--- src/rtl/mac_array_seq.sv ---
// Multi-lane signed MAC: shared activation, per-lane weights and bias, requantised valid/ready output.
// Optional build macro MAC_ARRAY_RELU_EN clamps negative lane results to zero after saturation.
module mac_array_seq #(
   parameter int DATA_W = 8,
   parameter int LANES  = 4,
   parameter int ACC_W  = 24,
   parameter int OUT_W  = 8,
   parameter int SHIFT  = 4,
   parameter int CNT_W  = 10
) (
   input  logic                      CLKEXT,
   input  logic                      RSTN_MAC,
   input  logic                      START,
   input  logic [CNT_W-1:0]          VEC_LEN,
   input  logic [LANES*DATA_W-1:0]   BIAS_IN,
   input  logic                      IN_VALID,
   output logic                      IN_READY,
   input  logic [DATA_W-1:0]         A_IN,
   input  logic [LANES*DATA_W-1:0]   W_IN,
   output logic                      OUT_VALID,
   input  logic                      OUT_READY,
   output logic [LANES*OUT_W-1:0]    RESULT,
   output logic                      BUSY
);

   localparam logic [1:0] S_IDLE  = 2'd0;
   localparam logic [1:0] S_ACCUM = 2'd1;
   localparam logic [1:0] S_QUANT = 2'd2;
   localparam logic [1:0] S_OUT   = 2'd3;

   localparam logic signed [ACC_W-1:0] SAT_MAX = ACC_W'((64'sd1 <<< (OUT_W-1)) - 64'sd1);
   localparam logic signed [ACC_W-1:0] SAT_MIN = ~SAT_MAX;

   logic [1:0]                state_q, state_d;
   logic [CNT_W-1:0]          cnt_q, cnt_d, len_q, len_d, cnt_inc;
   logic signed [ACC_W-1:0]   acc_q [LANES];
   logic signed [ACC_W-1:0]   acc_d [LANES];
   logic [LANES*OUT_W-1:0]    result_q, result_d;

   function automatic logic signed [ACC_W-1:0] sext_bias(input logic signed [DATA_W-1:0] b);
      return {{(ACC_W-DATA_W){b[DATA_W-1]}}, b};
   endfunction

   function automatic logic signed [ACC_W-1:0] mac_add(input logic signed [ACC_W-1:0] acc,
                                                       input logic signed [DATA_W-1:0] a,
                                                       input logic signed [DATA_W-1:0] w);
      logic signed [2*DATA_W-1:0] p;
      p = a * w;
      // Wraps modulo 2^ACC_W by design; saturation happens only at requantisation.
      return acc + {{(ACC_W-2*DATA_W){p[2*DATA_W-1]}}, p};
   endfunction

   function automatic logic signed [OUT_W-1:0] requant(input logic signed [ACC_W-1:0] acc);
      logic signed [ACC_W-1:0] sh;
      logic signed [OUT_W-1:0] r;
      sh = acc >>> SHIFT;
      if (sh > SAT_MAX)
         r = SAT_MAX[OUT_W-1:0];
      else if (sh < SAT_MIN)
         r = SAT_MIN[OUT_W-1:0];
      else
         r = sh[OUT_W-1:0];
`ifdef MAC_ARRAY_RELU_EN
      if (r[OUT_W-1])
         r = '0;
`endif
      return r;
   endfunction

   assign cnt_inc = cnt_q + CNT_W'(1);

   always_comb begin
      state_d  = state_q;
      cnt_d    = cnt_q;
      len_d    = len_q;
      result_d = result_q;
      for (int i = 0; i < LANES; i++)
         acc_d[i] = acc_q[i];
      case (state_q)
         S_IDLE: begin
            if (START) begin
               for (int i = 0; i < LANES; i++)
                  acc_d[i] = sext_bias(BIAS_IN[i*DATA_W +: DATA_W]);
               cnt_d   = '0;
               len_d   = VEC_LEN;
               state_d = (VEC_LEN != '0) ? S_ACCUM : S_QUANT;
            end
         end
         S_ACCUM: begin
            if (IN_VALID) begin
               for (int i = 0; i < LANES; i++)
                  acc_d[i] = mac_add(acc_q[i], A_IN, W_IN[i*DATA_W +: DATA_W]);
               cnt_d = cnt_inc;
               if (cnt_inc == len_q)
                  state_d = S_QUANT;
            end
         end
         S_QUANT: begin
            for (int i = 0; i < LANES; i++)
               result_d[i*OUT_W +: OUT_W] = requant(acc_q[i]);
            state_d = S_OUT;
         end
         S_OUT: begin
            if (OUT_READY)
               state_d = S_IDLE;
         end
         default: state_d = S_IDLE;
      endcase
   end

   always_ff @(posedge CLKEXT or negedge RSTN_MAC) begin
      if (!RSTN_MAC) begin
         state_q  <= S_IDLE;
         cnt_q    <= '0;
         len_q    <= '0;
         result_q <= '0;
         for (int i = 0; i < LANES; i++)
            acc_q[i] <= '0;
      end else begin
         state_q  <= state_d;
         cnt_q    <= cnt_d;
         len_q    <= len_d;
         result_q <= result_d;
         for (int i = 0; i < LANES; i++)
            acc_q[i] <= acc_d[i];
      end
   end

   // Handshake flags decode straight from state so reset drops them immediately.
   assign IN_READY  = (state_q == S_ACCUM);
   assign OUT_VALID = (state_q == S_OUT);
   assign BUSY      = (state_q != S_IDLE);
   assign RESULT    = result_q;

endmodule

--- config.mk ---
export PLATFORM = sky130hd
export DESIGN_NAME = mac_array_seq
export DESIGN_NICKNAME = d
export VERILOG_FILES = /design/src/rtl/mac_array_seq.sv
export SDC_FILE = /design/constraint.sdc
export NUM_CORES = 1
export LEC_CHECK = 0
export CAP_MARGIN = 20
export CORE_ASPECT_RATIO = 2
export CORE_UTILIZATION = 61
export DETAILED_ROUTE_END_ITERATION = 7
export PLACE_DENSITY = 0.9
export RECOVER_POWER = 50
export SETUP_SLACK_MARGIN = 0.05
export SLEW_MARGIN = 20
export SYNTH_ARGS = -nofsm -noshare
export SYNTH_HDL_FRONTEND = slang
export SYNTH_SLANG_ARGS = --single-unit
--- constraint.sdc ---
create_clock -name CLKEXT -period 6.2 [get_ports CLKEXT]
set_input_delay 0.62 -clock CLKEXT [delete_from_list [all_inputs] [get_ports CLKEXT]]
set_output_delay 0.62 -clock CLKEXT [all_outputs]
set_load 0.03 [all_outputs]
==> results of run 1 <==
## layer usage
layer	GRT usage (%)	GRT overflow
met5	28.5	1
met4	80.3	84
met3	66.3	3
met2	94.8	125
met1	75.5	4
## cell families after synthesis
| kind of cell | Yosys count |
|---|---|
| and+or+nand+nor | 674 |
| AOI/OAI and AO/OA | 510 |
| buffers and inverters | 461 |
| adders and majority gates | 445 |
| xor gates and xnor gates | 152 |
| DFF | 150 |
| muxes | 27 |
## what timing repair did
item,4_1_cts
pin swaps,112
gates resized for setup,250
setup endpoints to repair,45
gates cloned,5
setup buffers,39
## metrics by stage
stage | setup slack, ps | std cells | TNS (ps)
2_1_floorplan | -129 | 2419 | -147
4_1_cts | -195 | 3331 | -520
3_3_place_gp | -960 | 3256 | -24690
3_5_place_dp | -1270 | 3256 | -40100
==> flow_metrics.tcl, run 1 <==
set metrics [dict create \
    outcome "did not finish" \
    haltStage "global routing" \
    error_line "[ERROR GRT-0232] Routing congestion too high. Check the congestion heatmap in the GUI." \
    dieHeight_um 264 \
    numCtsBuffers 17 \
    cts_buffer_depth 2 \
    gp_congestion 0.945 \
    grt-ovfl-total 217 \
    synth_top_family_by_area "adder cells" \
    grt_max_degree 83 \
    ios 122 \
    fp-row-count 95 \
    yosysWarnings 0 \
    worst-ep-kind "sequential cell input" \
    root_buffer "clkbuf_16" \
    die_x_um 133 \
    synth_xor_area_share_pct 6.47 \
    synth.net_count 2951 \
    netlist.top_cell.by_area "fa_1" \
    avgSynthCellArea_um2 8.65 \
    grt_usage_pct 78.5 \
    initial_utilization_pct 62.2 \
    synth_edf_count 0 \
    yosysTopAreaCellShare_pct 21.4 \
    synthTopCellsByCount "396 x inv_1, 224 x fa_1, 221 x ha_1" \
    synthSimpleGateAreaFrac_pct 16.2 \
    ys_ff_latch 150 \
    clock-sinks 150 \
    syn_area_mm2 0.0209 \
    numPortBuffers 121 \
    ys_seq_area_share_pct 17.9 \
    synth_compound_area_share_pct 15.1 \
    crit_endpoint "acc_q[71]$_DFFE_PN0P_/D" \
    ys_types 77 \
    yosysMostFrequentCell "inv_1" \
    ys.flop_type "dfrtp_1" \
    dpl_cell_area_mm2 0.0255 \
    synth_cells 2419 \
    synthArstFlopShare_pct 100 \
    synth_fa_ha_area_share_pct 34.6 \
    cts_hold_buf 0 \
    synthMuxAreaShare_pct 1.37 \
    synthTopCellsByArea "fa_1 21%, dfrtp_1 18%, ha_1 13%" \
    htree_levels 4 \
    hpwl_mm 50.5 \
]
==> run 2, diff against run 1 <==
Settings changed: CORE_ASPECT_RATIO 2 to unset, CORE_UTILIZATION 61 to 40, PLACE_DENSITY 0.9 to unset, PLACE_DENSITY_LB_ADDON set to 0.15, SETUP_SLACK_MARGIN 0.05 to unset.
==> flow_metrics.tcl, run 2 <==
set metrics [dict create \
    grt_max_degree 77 \
    yosysTopAreaCellShare_pct 21.4 \
    crit_path_top_delay_cell "fa_1" \
    rsz0062_at_grt "yes" \
    ys.flop_type "dfrtp_1" \
    drive_above_1_share_pct 27.0 \
    htree_levels 4 \
    synthTopCellsByArea "fa_1 21%, dfrtp_1 18%, ha_1 13%" \
    worstMarginPinSlew_ps 4390 \
    synthArstFlopShare_pct 100 \
    ys_ff_latch 150 \
    timing.fmax_mhz 158 \
    nFillCells 4867 \
    hpwl_mm 45.3 \
    clk_pin_slew_ps 70 \
    antenna_found_initial 0 \
    layout_commonest_cell "buf_4" \
    synth_cells 2419 \
    period_needed_ps 6310 \
    crit_path_max_incr_delay_ps 500 \
    fin_cells 3640 \
    synth_edf_count 0 \
    avgSynthCellArea_um2 8.65 \
    min_path_type "reg2reg" \
    numPortBuffers 121 \
    cts_buffer_depth 2 \
    crit_arrival_ps 6680 \
    setup_slack_ps -112 \
    required_ps 6570 \
    hold_viol_final 0 \
    syn_area_mm2 0.0209 \
    setup_viol_count_final 4 \
    nets 3479 \
    cts_tree "built" \
    cts_hold_buf 0 \
    critPathBufInv 10 \
    syn2layout_area_growth_pct 35.3 \
    finalCritPeriodShare_pct 102 \
    fp-row-count 83 \
    startpoint_type "input pin" \
    regArea_mm2 0.00375 \
    clock-sinks 150 \
    diodes 0 \
    drv_cap 1 \
    dieArea_mm2 0.0533 \
    synth.net_count 2951 \
    routedWlPerCell_um 16.3 \
    netlist.top_cell.by_area "fa_1" \
    dieHeight_um 231 \
    place_inst 3518 \
    initial_utilization_pct 40.6 \
    drtIter0Drc 684 \
    finClkSkew_ps 14.3 \
    multi_input_area_mm2 0.0168 \
    numCtsBuffers 17 \
    grt_pass1_wl_mm 96.7 \
    grt-ovfl-total 0 \
    outcome "complete, but fails checks" \
    ys_types 77 \
    synthTopCellsByCount "396 x inv_1, 224 x fa_1, 221 x ha_1" \
    end_kind "flip-flop" \
    drv_slew 77 \
    clock_latency_ps 450 \
    ys_seq_area_share_pct 17.9 \
    largest_register "acc_q" \
    grt_pass1_vias 19451 \
    crit_family "adder cells" \
    root_buffer "clkbuf_16" \
    cp_common_cell "fa_1" \
    post-route-util_pct 55.0 \
    yosysMostFrequentCell "inv_1" \
    slew_headroom_pct -193 \
    dr.pass1.iters 5 \
    yosysWarnings 0 \
    largest_register_ffs 96 \
    die_x_um 231 \
    violations "capacitance limit, slew limit, setup timing" \
    grt_usage_pct 22.5 \
    cp_max_fo 12 \
    routed_wl_mm 59.4 \
    ios 122 \
    path_class "in2reg" \
    core_area_mm2 0.0515 \
    final_cell_mix "404 x buf_4, 353 x inv_1, 210 x fa_1" \
    num_vias 18437 \
    gp_congestion 0.870 \
    ant_nets 0 \
    drc 0 \
    via_per_inst 5.07 \
]
[run 2: logic make-up (layout without fill, tap and decap cells)]
logic type,after synthesis,count (layout),synth area share [%]
AOI/OAI and AO/OA,510,510,15.1
buffers and inverters,461,1002,8.27
xor gates and xnor gates,152,152,6.47
muxes,27,27,1.37
adders and majority gates,445,445,34.6
and+or+nand+nor,674,674,16.2
DFF,150,150,17.9
[run 2: cell type report]
class	count	share of cell area, %
multi-input combinational	1808	59.2
timing repair buffer	574	17.2
sequential	150	13.3
inverter	396	5.26
tap	680	3.00
clock buffer	18	1.55
clock inverter	14	0.499
[run 2: worst register-to-register path: cells and delay by family (launching register included)]
kind | cells | cell delay (ps)
flops | 1 | 410
fa+ha+maj | 1 | 570
compound gates | 4 | 1400
simple gates | 1 | 60
buf+inv | 3 | 1170
[run 2: worst paths after layout]
check / startpoint / cells past startpoint / to / slack, ps
max in group asynchronous: RSTN_MAC / 2 / RESULT[13] / 1410
min: acc_q[24] / 2 / acc_q[24] / 490
max: A_IN[3] / 31 / acc_q[67] / -110
min in group asynchronous: RSTN_MAC / 1 / acc_q[89] / 1740
min reg2reg: acc_q[24] / 2 / acc_q[24] / 490
max reg2reg: state_q[1] / 9 / acc_q[44] / 2480
[run 2: repair_timing]
item | in CTS | in global routing
pin swaps | 116 | 199
gates cloned | 6 | 2
endpoints found under the setup margin | 38 | 32
gates resized for setup | 202 | 200
buffers inserted | 56 | 35
hold endpoints to repair | 0 | 0
[run 2: layer usage]
metal | global-route usage, % | share of wire (%) | vias up | wire length [um]
li1 | - | - | 9024 | -
met1 | 27.8 | 43 | 9123 | 25500
met5 | 0 | 0 | - | 0
met4 | 4.59 | 1.8 | 0 | 1070
met2 | 42.1 | 53 | 233 | 31500
met3 | 2.26 | 2.1 | 57 | 1270
[run 2: metrics by stage]
stage | area (um2) | TNS, ps | setup slack [ps] | hold WS [ps]
floorplan | 21400 | -147 | -129 | 324
global placement | 26000 | -33460 | -1140 | 472
detailed placement | 26000 | -37810 | -1240 | 480
CTS | 27500 | -523 | -179 | 243
global route | 28300 | -2820 | -335 | 535
finish | 28300 | -285 | -112 | 491
Power of run 2 is left out: the tool's default activity adds up to more than one toggle a clock period on the data nets, which glitch-free logic cannot reach.
==> run 3, diff against run 2 <==
Settings changed: CORE_UTILIZATION 40 to 60.
==> flow_metrics.tcl, run 3 (synthesis results as in run 2) <==
set metrics [dict create \
    drv_cap 2 \
    slew_headroom_pct -205 \
    timing.fmax_mhz 154 \
    dpl_cell_area_mm2 0.0257 \
    critPathBufInv 9 \
    ant_nets 0 \
    drc 0 \
    regArea_mm2 0.00375 \
    crit_path_top_delay_cell "fa_1" \
    nets 3459 \
    antenna_found_initial 0 \
    syn2layout_area_growth_pct 33.0 \
    end_kind "flip-flop" \
    min_path_type "reg2reg" \
    post-route-util_pct 80.8 \
    multi_input_area_mm2 0.0168 \
    path_class "in2reg" \
    ios 122 \
    final_cell_area_mm2 0.0278 \
    fp-row-count 68 \
    finalCritPeriodShare_pct 105 \
    hpwl_mm 44.1 \
    dr.pass1.iters 5 \
    cts_tree "built" \
    htree_levels 4 \
    fin_cells 3395 \
    core_area_mm2 0.0345 \
    nFillCells 2147 \
    finClkSkew_ps 12.5 \
    routed_wl_mm 61.7 \
    dieHeight_um 189 \
    largest_register "acc_q" \
    drtIter0Drc 1150 \
    clock-sinks 150 \
    gp_congestion 0.950 \
    setup_viol_count_final 22 \
    grt_pass1_wl_mm 97.6 \
    grt_usage_pct 33.9 \
    required_ps 6580 \
    die_x_um 189 \
    routedWlPerCell_um 18.2 \
    root_buffer "clkbuf_16" \
    grt_pass1_vias 20648 \
    diodes 0 \
    via_per_inst 5.76 \
    grt_max_degree 91 \
    period_needed_ps 6500 \
    dieArea_mm2 0.0356 \
    initial_utilization_pct 60.8 \
    crit_path_max_incr_delay_ps 550 \
    largest_register_ffs 96 \
    setup_slack_ps -302 \
    cts_buffer_depth 2 \
    outcome "complete, but fails checks" \
    violations "capacitance limit, slew limit, setup timing" \
    clk_pin_slew_ps 70 \
    layout_commonest_cell "buf_4" \
    place_inst 3289 \
    final_cell_mix "387 x buf_4, 365 x inv_1, 216 x fa_1" \
    cp_max_fo 6 \
    grt-ovfl-total 0 \
    worstMarginPinSlew_ps 4570 \
    numCtsBuffers 17 \
    drv_slew 153 \
    crit_arrival_ps 6880 \
    numPortBuffers 121 \
    startpoint_type "input pin" \
    hold_viol_final 0 \
    drive_above_1_share_pct 25.0 \
    num_vias 19560 \
    dp_slack_ps -1190 \
    cp_common_cell "fa_1" \
    crit_family "adder cells" \
    clock_latency_ps 440 \
    rsz0062_at_grt "yes" \
]
-- run 3: cell count changes in the layout (fill, tap and decap cells not counted), moves of 9 or more --
cell           previous run  this run
inv_1                   353       365
o21ai_1                  20        29
buf_4                   404       387
inv_2                    42        30
and2_4                   34        25
dlygate4sd2_1             7        19
and2_1                  151       160
clkbuf_2                 12         2
-- run 3: cell type report --
| class | count | share of cell area (%) |
|---|---|---|
| tap | 455 | 2.05 |
| clock inverter | 8 | 0.175 |
| clock buffer | 24 | 1.73 |
| timing repair buffer | 554 | 17.0 |
| sequential | 150 | 13.5 |
| multi-input combinational | 1808 | 60.2 |
| inverter | 396 | 5.35 |
-- run 3: routing by layer --
layer	vias up	global-route usage [%]	share of wire, %
met5	-	0	0
met3	190	3.87	4.1
met2	613	62.1	53
li1	8976	-	-
met4	0	15.4	4.5
met1	9781	39.6	38
-- run 3: repair_timing --
item	4_1_cts	5_1_grt
hold buffers	0	0
setup endpoints to repair	40	40
gates resized for setup	175	165
setup buffers	46	28
pin swaps	97	141
gates cloned	3	1
-- run 3: tightest hold or removal path, delay by kind of cell, from the launching register on --
family           cells  cell delay [ps]
AND/OR/NAND/NOR      1               50
flip-flops           1              350
AO/OA/AOI/OAI        1               60
-- run 3: through the flow --
step | hold slack, ps | setup TNS [ps]
3_5_place_dp | 477 | -35140
4_1_cts | 258 | -1290
3_3_place_gp | 470 | -28740
5_1_grt | 514 | -9640
2_1_floorplan | 324 | -147
6_report | 490 | -3190
-- run 3: worst paths after layout --
check                           start         end  slack [ps]  cells past startpoint
setup / recovery              A_IN[3]   acc_q[69]        -300                     32
hold / removal              acc_q[50]   acc_q[50]         490                      2
setup reg to reg           state_q[1]   acc_q[44]        2510                     10
hold reg to reg             acc_q[50]   acc_q[50]         490                      2
max in group asynchronous    RSTN_MAC  RESULT[25]        1000                      2
min in group asynchronous    RSTN_MAC   acc_q[88]        1800                      1
Power of run 3 is left out for the same reason.
==> run 4, diff against run 3 <==
Settings changed: ABC_AREA set to 0, CORE_ASPECT_RATIO set to 1.75.
==> flow_metrics.tcl, run 4 (synthesis results as in run 2) <==
set metrics [dict create \
    drv_slew 88 \
    startpoint_type "input pin" \
    routed_wl_mm 60.3 \
    clock-sinks 150 \
    drtIter0Drc 954 \
    final_cell_mix "373 x buf_4, 369 x inv_1, 215 x fa_1" \
    grt_usage_pct 34.6 \
    crit_path_start "A_IN[4]" \
    grt_pass1_wl_mm 96.8 \
    ant_nets 0 \
    worstRegToRegCells 9 \
    ios 122 \
    drc 0 \
    setup_viol_count_final 10 \
    drive_above_1_share_pct 23.8 \
    via_per_inst 5.69 \
    min_path_type "reg2reg" \
    final_cell_area_mm2 0.0274 \
    dr.pass1.iters 6 \
    hold_viol_final 0 \
    layout_commonest_cell "buf_4" \
    dieHeight_um 249 \
    hpwl_mm 45.3 \
    cts_buffer_depth 2 \
    grt_pass1_vias 20634 \
    r2r-start "state_q[1]" \
    cts_tree "built" \
    path_class "in2reg" \
    gp_congestion 0.928 \
    root_buffer "clkbuf_16" \
    worstMarginPinSlew_ps 4800 \
    initial_utilization_pct 60.8 \
    drv_cap 1 \
    clk_pin_slew_ps 70 \
    htree_levels 4 \
    rsz0062_at_grt "yes" \
    slew_headroom_pct -220 \
    numPortBuffers 121 \
    syn2layout_area_growth_pct 31.0 \
    period_needed_ps 6470 \
    nets 3432 \
    dpl_cell_area_mm2 0.0256 \
    routedWlPerCell_um 17.9 \
    holdPathStages 2 \
    largest_register "acc_q" \
    largest_register_ffs 96 \
    crit_path_top_delay_cell "fa_1" \
    setup_slack_ps -266 \
    finalCritPeriodShare_pct 104 \
    hp-start "acc_q[72]" \
    cp_max_fo 4 \
    fp-row-count 90 \
    clock_latency_ps 440 \
    cp_common_cell "fa_1" \
    num_vias 19192 \
    grt_max_degree 88 \
    grt-ovfl-total 0 \
    crit_arrival_ps 6840 \
    timing.fmax_mhz 155 \
    numCtsBuffers 17 \
    crit_path_max_incr_delay_ps 550 \
    outcome "complete, but fails checks" \
    required_ps 6570 \
    dieArea_mm2 0.0357 \
    antenna_found_initial 1 \
    core_area_mm2 0.0345 \
    violations "capacitance limit, slew limit, setup timing" \
    die_x_um 143 \
    finClkSkew_ps 15.6 \
    end_kind "flip-flop" \
]
[run 4: cell count changes in the layout (fill, tap and decap cells not counted), moves of 5 or more]
cell	change
nor3_1	+5
buf_4	-14
buf_6	-7
a21oi_1	+5
ha_4	-6
nor3_2	-6
ha_1	+7
o21ai_1	-6
dlygate4sd2_1	-7
o21ai_0	+6
[run 4: worst max-delay path: cells and delay by family]
| family | cells | cell delay, ps |
|---|---|---|
| adders and majority gates | 6 | 2480 |
| xor gates and xnor gates | 2 | 460 |
| buffers and inverters | 7 | 580 |
| and+or+nand+nor | 5 | 640 |
| AOI/OAI and AO/OA | 9 | 2050 |
[run 4: worst paths after layout]
| check | end | slack [ps] |
|---|---|---|
| max | acc_q[69] | -270 |
| min | acc_q[72] | 490 |
| max reg2reg | acc_q[93] | 2560 |
| min reg2reg | acc_q[72] | 490 |
| max in group asynchronous | RESULT[9] | 1190 |
| min in group asynchronous | acc_q[76] | 1890 |
[run 4: area by class of cell]
class | instances | area [um2]
diodes | 1 | 2.50
clock buffers | 21 | 470
clock inverters | 10 | 98.8
fillers | 2288 | 7030
inverters | 396 | 1490
multi-input cells | 1808 | 16600
flip-flops and latches | 150 | 3750
well taps | 460 | 576
repair buffers | 527 | 4480
[run 4: through the flow]
| stage | setup TNS (ps) | instances | hold slack, ps | worst slack (ps) | utilization [%] |
|---|---|---|---|---|---|
| floorplan | -147 | 2419 | 324 | -129 | - |
| detailed placement | -31640 | 3288 | 483 | -1130 | 74.4 |
| global route | -5490 | 3373 | 525 | -488 | 79.6 |
| CTS | -257 | 3353 | 277 | -164 | 77.9 |
| finish | -1390 | 3373 | 494 | -266 | 79.6 |
| global placement | -24850 | 3288 | 468 | -1010 | 74.4 |
[run 4: metal layers]
| layer | part of all wire [%] | wire length [um] | vias up | GRT usage [%] |
|---|---|---|---|---|
| met3 | 4.1 | 2440 | 226 | 3.54 |
| met2 | 53 | 31800 | 606 | 62.7 |
| li1 | - | - | 8933 | - |
| met4 | 5.6 | 3370 | 0 | 19.3 |
| met1 | 38 | 22600 | 9427 | 38.8 |
| met5 | 0 | 0 | - | 0 |
[run 4: what timing repair did]
item                                    4_1_cts  5_1_grt
pin swaps                                    91      108
gates cloned                                  5        0
gates resized for setup                     183      132
buffers inserted                             29       23
endpoints found under the setup margin       34       37
hold buffers                                  0        0
Power of run 4 is left out for the same reason.
